File: src/rtl/uart_rx_ctrl.sv
// UART receiver: 16x oversampled serial frame decoder (5-8 data bits, optional parity, 1/2 stop) into a FWFT receive FIFO.
// Latency: a frame is written in its final stop-sample cycle; rx_valid rises on the following cycle.
// Backpressure: rx_ready pops the head; a frame arriving while full is dropped with an overrun pulse; rts_n pauses the peer.
module uart_rx_ctrl #(
    parameter int FIFO_DEPTH    = 8,
    parameter int RTS_THRESHOLD = 6
) (
    input  logic       clk,
    input  logic       reset_n,
    input  logic       baud_tick,
    input  logic       uart_rx,
    output logic       rts_n,
    input  logic [1:0] cfg_data_bits,
    input  logic       cfg_parity_en,
    input  logic       cfg_parity_odd,
    input  logic       cfg_stop2,
    output logic [7:0] rx_data,
    output logic       rx_parity_err,
    output logic       rx_frame_err,
    output logic       rx_valid,
    input  logic       rx_ready,
    output logic       overrun_err
);

    localparam int AW = $clog2(FIFO_DEPTH);
    localparam int CW = $clog2(FIFO_DEPTH) + 1;
    localparam logic [CW-1:0] DEPTH_C = CW'(FIFO_DEPTH);
    localparam logic [CW-1:0] RTS_C   = CW'(RTS_THRESHOLD);

    typedef enum logic [2:0] {
        S_IDLE,
        S_START,
        S_DATA,
        S_PARITY,
        S_STOP1,
        S_STOP2
    } state_t;

    typedef struct packed {
        logic       frame_err;
        logic       parity_err;
        logic [7:0] data;
    } rx_entry_t;

    // Line synchronizer and receiver state
    logic          r_rx_meta;
    logic          r_rx_s;
    state_t        r_state;
    state_t        w_state_nxt;
    logic [3:0]    r_cnt;
    logic [2:0]    r_bit_idx;
    logic [7:0]    r_shift;
    logic          r_perr;
    logic          r_ferr;
    logic [1:0]    r_cfg_bits;
    logic          r_cfg_par_en;
    logic          r_cfg_par_odd;
    logic          r_cfg_stop2;

    // Decoded strobes
    logic          w_mid_tick;
    logic          w_bit_tick;
    logic          w_last_bit;
    logic          w_par_exp;
    logic          w_start_det;
    logic          w_start_ok;
    logic          w_data_smp;
    logic          w_par_smp;
    logic          w_stop1_smp;
    logic          w_push;
    rx_entry_t     w_push_entry;

    // Receive FIFO
    rx_entry_t     r_mem [FIFO_DEPTH];
    logic [AW-1:0] r_wr_ptr;
    logic [AW-1:0] r_rd_ptr;
    logic [CW-1:0] r_count;
    logic          r_rts_n;
    logic          r_overrun;
    logic          w_empty;
    logic          w_full;
    logic          w_pop;
    logic          w_wr_en;
    rx_entry_t     w_head;

    // Start bit is checked mid-bit (8th tick); every later bit one full bit-time after the previous sample
    assign w_mid_tick = baud_tick && (r_cnt == 4'd7);
    assign w_bit_tick = baud_tick && (r_cnt == 4'd15);
    assign w_last_bit = (r_bit_idx == ({1'b0, r_cfg_bits} + 3'd4));
    // Unused upper data bits stay 0, so reducing over all 8 bits gives the parity of the received bits
    assign w_par_exp  = (^r_shift) ^ r_cfg_par_odd;

    // Frame error of the pushed entry folds in the stop sample being taken this cycle
    assign w_push_entry = '{frame_err: r_ferr | ~r_rx_s, parity_err: r_perr, data: r_shift};

    // Two-flop synchronizer; resets to the idle line level
    always_ff @(posedge clk) begin
        if (!reset_n) begin
            r_rx_meta <= 1'b1;
            r_rx_s    <= 1'b1;
        end else begin
            r_rx_meta <= uart_rx;
            r_rx_s    <= r_rx_meta;
        end
    end

    // FSM state register
    always_ff @(posedge clk) begin
        if (!reset_n) begin
            r_state <= S_IDLE;
        end else begin
            r_state <= w_state_nxt;
        end
    end

    // FSM next-state logic
    always_comb begin
        w_state_nxt = r_state;
        case (r_state)
            S_IDLE:   if (baud_tick && !r_rx_s) w_state_nxt = S_START;
            S_START:  if (w_mid_tick) w_state_nxt = r_rx_s ? S_IDLE : S_DATA;
            S_DATA:   if (w_bit_tick && w_last_bit) w_state_nxt = r_cfg_par_en ? S_PARITY : S_STOP1;
            S_PARITY: if (w_bit_tick) w_state_nxt = S_STOP1;
            S_STOP1:  if (w_bit_tick) w_state_nxt = r_cfg_stop2 ? S_STOP2 : S_IDLE;
            S_STOP2:  if (w_bit_tick) w_state_nxt = S_IDLE;
            default:  w_state_nxt = S_IDLE;
        endcase
    end

    // FSM outputs: per-state sample strobes and the FIFO push
    always_comb begin
        w_start_det = 1'b0;
        w_start_ok  = 1'b0;
        w_data_smp  = 1'b0;
        w_par_smp   = 1'b0;
        w_stop1_smp = 1'b0;
        w_push      = 1'b0;
        case (r_state)
            S_IDLE:   w_start_det = baud_tick && !r_rx_s;
            S_START:  w_start_ok  = w_mid_tick && !r_rx_s;
            S_DATA:   w_data_smp  = w_bit_tick;
            S_PARITY: w_par_smp   = w_bit_tick;
            S_STOP1: begin
                w_stop1_smp = w_bit_tick;
                w_push      = w_bit_tick && !r_cfg_stop2;
            end
            S_STOP2:  w_push      = w_bit_tick;
            default:  ;
        endcase
    end

    // Oversample counter: re-zeroed at start detection and at the confirmed start-bit centre
    always_ff @(posedge clk) begin
        if (!reset_n) begin
            r_cnt <= 4'd0;
        end else if (w_start_det || w_start_ok) begin
            r_cnt <= 4'd0;
        end else if (baud_tick) begin
            r_cnt <= r_cnt + 4'd1;
        end
    end

    // Frame datapath: config is frozen at start detection so mid-frame cfg changes cannot disturb it
    always_ff @(posedge clk) begin
        if (!reset_n) begin
            r_cfg_bits    <= 2'd0;
            r_cfg_par_en  <= 1'b0;
            r_cfg_par_odd <= 1'b0;
            r_cfg_stop2   <= 1'b0;
            r_bit_idx     <= 3'd0;
            r_shift       <= 8'd0;
            r_perr        <= 1'b0;
            r_ferr        <= 1'b0;
        end else begin
            if (w_start_det) begin
                r_cfg_bits    <= cfg_data_bits;
                r_cfg_par_en  <= cfg_parity_en;
                r_cfg_par_odd <= cfg_parity_odd;
                r_cfg_stop2   <= cfg_stop2;
                r_bit_idx     <= 3'd0;
                r_shift       <= 8'd0;
                r_perr        <= 1'b0;
                r_ferr        <= 1'b0;
            end
            if (w_data_smp) begin
                r_shift[r_bit_idx] <= r_rx_s;
                r_bit_idx          <= r_bit_idx + 3'd1;
            end
            if (w_par_smp) begin
                r_perr <= (r_rx_s != w_par_exp);
            end
            if (w_stop1_smp && !r_rx_s) begin
                r_ferr <= 1'b1;
            end
        end
    end

    assign w_empty = (r_count == '0);
    assign w_full  = (r_count == DEPTH_C);
    assign w_pop   = !w_empty && rx_ready;
    // A pop in the same cycle frees the slot, so a full FIFO still accepts the push
    assign w_wr_en = w_push && (!w_full || w_pop);
    assign w_head  = r_mem[r_rd_ptr];

    // FIFO storage; contents are don't-care until written, outputs are masked while empty
    always_ff @(posedge clk) begin
        if (w_wr_en) begin
            r_mem[r_wr_ptr] <= w_push_entry;
        end
    end

    // FIFO pointers and occupancy
    always_ff @(posedge clk) begin
        if (!reset_n) begin
            r_wr_ptr <= '0;
            r_rd_ptr <= '0;
            r_count  <= '0;
        end else begin
            if (w_wr_en) r_wr_ptr <= r_wr_ptr + AW'(1);
            if (w_pop)   r_rd_ptr <= r_rd_ptr + AW'(1);
            case ({w_wr_en, w_pop})
                2'b10:   r_count <= r_count + CW'(1);
                2'b01:   r_count <= r_count - CW'(1);
                default: ;
            endcase
        end
    end

    // Registered flow control and overrun pulse
    always_ff @(posedge clk) begin
        if (!reset_n) begin
            r_rts_n   <= 1'b1;
            r_overrun <= 1'b0;
        end else begin
            r_rts_n   <= (r_count >= RTS_C);
            r_overrun <= w_push && w_full && !w_pop;
        end
    end

    assign rts_n         = r_rts_n;
    assign overrun_err   = r_overrun;
    assign rx_valid      = !w_empty;
    assign rx_data       = w_empty ? 8'h00 : w_head.data;
    assign rx_parity_err = !w_empty && w_head.parity_err;
    assign rx_frame_err  = !w_empty && w_head.frame_err;

endmodule

File: config.mk
export PLATFORM = sky130hd
export DESIGN_NAME = uart_rx_ctrl
export DESIGN_NICKNAME = d
export VERILOG_FILES = /design/src/rtl/uart_rx_ctrl.sv
export SDC_FILE = /design/constraint.sdc
export NUM_CORES = 1
export LEC_CHECK = 0
export CORE_ASPECT_RATIO = 0.7
export CORE_MARGIN = 5
export CORE_UTILIZATION = 43
export DETAILED_ROUTE_END_ITERATION = 10
export GPL_TIMING_DRIVEN = 0
export HOLD_SLACK_MARGIN = 0.15
export MAX_ROUTING_LAYER = met4
export SLEW_MARGIN = 30
export SYNTH_ARGS = -nofsm -noshare
export SYNTH_HDL_FRONTEND = slang
export SYNTH_SLANG_ARGS = --single-unit
File: constraint.sdc
create_clock -name clk -period 4.3 [get_ports clk]
set_input_delay 1.29 -clock clk [delete_from_list [all_inputs] [get_ports clk]]
set_output_delay 1.29 -clock clk [all_outputs]
set_load 0.01 [all_outputs]
# Word-level counts from Yosys, hierarchy flattened
# Memory sizes are Yosys's and may differ from the RTL's. A register that Yosys moved wholly into a read port is not among the register bits.
# Index checks and enable logic that the tools add are counted.
totals:
  reg_bits: 39
  ramBits: 80
  in_bits: 10
  output_inout_bits: 13
  word_cells: 113
  mem_count: 1
op_classes:
  n_addsub: 7
  magnitude_cmp: 3
  eq_ne: 18
  muxes: 33
  bitwise_logic: 4
  n_reduce_logical: 30
memory_table:
  columns: ["memory", "depth", "width", "read_ports", "rd_clocked_by_memory_dff", "wr", "line_no", "text"]
  rows:
  - ["r_mem", 8, 10, 1, 1, 1, "74", "rx_entry_t r_mem [FIFO_DEPTH];"]
op_table:
  columns: ["op", "n"]
  rows:
  - ["2-to-1 mux 3 bit", 12]
  - ["2-to-1 mux 8 bit", 4]
  - ["one-hot mux 3 bit (6 select lines)", 1]
  - ["logical AND 1 bit", 14]
  - ["inequality test 2 bit, second input constant", 6]
  - ["2-to-1 mux 1 bit", 11]
  - ["adder 3 x 1 -> 3 bit, second input constant", 3]
  - ["adder 4 x 1 -> 4 bit, second input constant", 2]
  - ["bitwise mux 8 bit", 1]
  - ["== test 4 bit, second input constant", 2]
  - ["one-hot mux 4 bit (2 select lines)", 1]
  - ["nonzero test 2 bit", 4]
  - ["XOR reduction 8 bit", 1]
  - ["== test 3 x 2 -> 1 bit, second input constant", 2]
  - ["== test 3 bit, second input constant", 2]
  - ["AND reduction 6 bit", 1]
  - ["zero test 1 bit", 5]
  - ["== test 4 x 3 -> 1 bit, second input constant", 1]
  - ["greater-or-equal comparator 4 x 3 -> 1 bit, second input constant", 1]
  - ["zero test 4 bit", 1]
  - ["< comparator 3 x 4 -> 1 bit, second input constant", 1]
  - ["subtractor 4 x 1 -> 4 bit, second input constant", 1]
  - ["adder 2 x 3 -> 3 bit, second input constant", 1]
  - ["demux 1 bit (select 3 bit)", 1]
  - ["other kinds (14)", 16]

# Logic depth before layout (Yosys ltp)
logic_depth:
  depth_word: 7
  mapped_depth: 9
  ltp_nobuf: 9

# Least setup slack after synthesis
# No wires, ideal clock.
synth_path:
  path_kind: "in2reg"
  start: "input port baud_tick"
  end: "memory r_mem[0][0] in the netlist's numbering (enable)"
  setup_ps: 404
  t_arrival_ps: 2953
  required_time_ps: 3896
  setup_slack_ps: 944
  stages: 5
  n_path_buf: 1
  path_cell_list: "buf_6 -> and4_2 -> and3_4 -> nand2_2 -> nor4_1"
synth_between:
  elab_chain_cells: 6
synth_rtl:
  columns: ["item", "line_no", "text"]
  rows:
  - ["from (decl)", "10", "input logic baud_tick,"]
  - ["logical AND 1 bit (*)", "88", "assign w_bit_tick = baud_tick && (r_cnt == 4'd15);"]
  - ["logical AND 1 bit", "145", "w_push = w_bit_tick && !r_cfg_stop2;"]
  - ["one-hot mux 1 bit (2 select lines) (*)", "138", "case (r_state)"]
  - ["logical AND 1 bit (*)", "202", "assign w_wr_en = w_push && (!w_full || w_pop);"]
  - ["2-to-1 mux 1 bit (*)", "207", "if (w_wr_en) begin"]
  - ["2-to-1 mux 1 bit (implied by the code) (*)", "208", "r_mem[r_wr_ptr] <= w_push_entry;"]
  - ["to (decl)", "74", null]
# Every way passes the cells marked *; elsewhere a longest branch is shown, timed or not.

==> flow_metrics.py <==
metrics = {
    "sta": {
        "rsz0062_at_grt": "false",
        "fin_skew_ps": 5.53,
        "worst-slew-pin-transition_ps": 953,
        "hold_ws_ps": 407,
        "relSlewSlack_pct": 36.2,
        "post-route-period-util_pct": 87.0,
        "slew_violations": 0,
        "hold_viol": 0,
        "period_minus_slack_ps": 3740,
        "max_freq_mhz": 267,
        "setup_viol": 0,
    },
    "cells_and_area": {
        "antennaDiodeCount": 0,
        "nFillCells": 964,
        "area.growth.synth_to_final_pct": 20.8,
        "drive_gt1_share_pct": 21.0,
        "fin_nets": 423,
        "utilization_pct": 53.1,
    },
    "global_routing": {
        "grt_max_degree": 17,
        "grt_pass1_wl_mm": 16.0,
        "grt_pass1_vias": 2884,
        "track_usage_pct": 15.5,
        "antenna_found_initial": 0,
        "overflow": 0,
    },
    "clock_tree": {
        "cts_resized": 0,
        "clk_pin_slew_ps": 50,
        "cts_buffers": 17,
        "root_buffer": "clkbuf_16",
        "cts_buffer_depth": 2,
        "cts_tree": "yes",
        "insertion_delay_ps": 410,
        "cts.sinks": 122,
        "htree_num_levels": 4,
        "postCtsSetupBuffers": 0,
        "holdBufCountCts": 0,
    },
    "floorplanning": {
        "ios": 23,
        "start_util_pct": 44.0,
        "die_area_um2": 14300,
        "fp.coreArea_um2": 11700,
        "rows": 33,
        "die_y_um": 102,
        "die_w_um": 141,
    },
    "pwr": {
        "p_leak_nw": 2.24,
        "max-vdd-ir-drop_mv": 0.271,
        "p_per_area_nw_per_um2": 431,
    },
    "worst_setup_path": {
        "cp_top_family": "buffers and inverters",
        "arrival_ps": 2450,
        "critPathLaunchType": "flip-flop",
        "worstPathRequired_ps": 3010,
        "endpoint_kind": "primary output",
        "path_buf_inv": 2,
        "crit_chain": "buf_2, mux4_2, mux2i_1, nor2_1, clkdlybuf4s50_1",
        "slowest_delay_ps": 590,
        "path_max_fanout": 10,
        "slowest_stage": "mux4_2",
        "path_class": "flip-flop to primary output",
    },
    "placement": {
        "routabilityCongestion": 0.843,
        "dp_hpwl_mm": 6.93,
        "port_buffers": 21,
    },
    "route": {
        "drt-initial-drc-count": 186,
        "drt_wl_total_mm": 9.89,
        "routedWlPerCell_um": 17.2,
        "num_vias": 2987,
        "route.detailed.drc": 0,
        "firstDrtPassIters": 4,
        "viasPerCell": 5.19,
        "final_antenna_net_count": 0,
    },
    "synthesis": {
        "synthTopCellsByArea": "edfxtp_1, dfxtp_1, mux4_2, mux2i_1, nor2_1",
        "synth_area_per_cell_um2": 14.3,
        "synth_edf_count": 80,
        "synth-seq-cells": 122,
        "synth_area_leader_cell": "edfxtp_1",
        "async_flop_share_pct": 0,
        "synth_top_area_share_pct": 46.6,
        "yosysSeqAreaShare_pct": 62.9,
        "synthesis.area_um2": 5160,
        "syn_nets": 378,
        "synth_ff_type": "edfxtp_1",
        "netlist_instances": 361,
        "synth_cell_types": 55,
        "yosysWarnings": 0,
    },
    "outcome": {
        "status": "finished, final reports clean",
    },
    "run": {
        "drv_cap": 0,
    },
    "min_path": {
        "hp-class": "flip-flop to flip-flop",
    },
}
==> Yosys cell counts (2+ instances only) <==
cell	count
buf_6	2
nand2b_1	7
a21oi_1	5
a31oi_1	3
mux2i_1	21
edfxtp_1	80
dfxtp_1	42
nor3_1	8
nand2_1	22
nor4_1	2
nor2b_1	7
o21ai_1	2
nor2_1	35
a22oi_1	3
nand2b_4	2
o21ai_0	9
buf_2	3
a21o_1	2
buf_4	2
xnor2_1	11
and2_1	2
inv_1	8
ha_1	6
xor2_1	8
nand3_1	15
mux4_2	20
clkbuf_1	4
nand4_1	3
==> routing by layer <==
metal / vias to the layer above / track usage [%] / routed length [um]
li1: 1444 / - / -
met1: 1466 / 22.2 / 5030
met2: 60 / 21.0 / 4170
met3: 17 / 4.58 / 540
met4: 0 / 5.58 / 147
met5: - / - / 0
==> final cells by class <==
type                       count  area (um2)  share of cell area [%]
inverter                       8        30.0                   0.482
multi-input combinational    217        1830                    29.4
clock inverter                 6        57.6                   0.924
tap                          157         196                    3.15
buffer                        14        83.8                    1.35
sequential                   122        3240                    52.0
clock buffer                  26         541                    8.67
timing repair buffer          26         248                    3.98
==> flip-flops by register name, summed over array words and instances (netlist names), named ones only <==
| register | count |
|---|---|
| r_cfg_stop2 | 1 |
| rts_n | 1 |
| r_shift | 8 |
| overrun_err | 1 |
| r_count | 4 |
| r_cfg_par_odd | 1 |
| r_mem | 80 |
| r_rd_ptr | 3 |
| r_rx_meta | 1 |
| r_ferr | 1 |
| r_perr | 1 |
| r_state | 3 |
| r_rx_s | 1 |
| r_cfg_par_en | 1 |
| r_bit_idx | 3 |
| r_cnt | 4 |
| r_cfg_bits | 2 |
| r_wr_ptr | 3 |
==> report_power, final <==
part	leakage [nW]	total (mW)	internal [mW]	switching, mW
combinational	0.721	0.0446	0.0210	0.0235
clock	0.297	1.40	0.918	0.481
sequential	1.22	1.24	1.24	0.00354
==> placed cells by master, fill, tap and decap left out, types with 5 or more instances in the layout <==
master and n:
clkdlybuf4s50_1 21, nor2_1 33, ha_1 6, clkbuf_1 6, dfxtp_1 42, nand3_1 15, xnor2_1 11, clkbuf_8 6
edfxtp_1 80, nor2b_1 7, nor3_2 5, nand2_1 22, inv_1 8, nand2b_1 7, clkbuf_16 18, buf_4 7
mux4_2 20, xor2_1 8, o21ai_0 9, mux2i_1 21, a21oi_1 5
==> per-stage QoR <==
stage                     setup TNS (ps)  cell area (um2)  instances  power (mW)  worst slack [ps]
final                                  0             6230        576        2.69               558
after global placement              -147             5570        539        1.31             -15.1
after detailed placement               0             5630        544        1.31               675
after CTS                              0             6230        576        2.71               490
after global routing                   0             6230        576        2.78               379
after floorplan                        0             5160        361        1.29               944
==> path summary, 6_finish.rpt <==
path         slack, ps       from           to  cells after the start
max                560  flip-flop   rx_data[1]                      5
min reg2reg        410  r_rx_meta       r_rx_s                      1
max reg2reg       1740   r_cnt[0]  r_mem[3][1]                      6
min                410  r_rx_meta       r_rx_s                      1
==> logic make-up after synthesis <==
family | Yosys count | share of synthesized area (%)
AOI/OAI and AO/OA | 32 | 4.49
muxes | 41 | 12.8
and+or+nand+nor | 117 | 12.1
buffers and inverters | 22 | 2.21
DFF | 122 | 62.9
adders and majority gates | 7 | 1.84
xor gates and xnor gates | 20 | 3.66
==> worst register-to-register path, cell delays in order, from the launching register on <==
cell     delay [ps]
dfxtp_1         370
ha_1            220
and4_2          310
and3_4          210
and2_4          150
nand2_1         130
nor2_1          780
No activity file was read; power rests on OpenSTA's default activity.
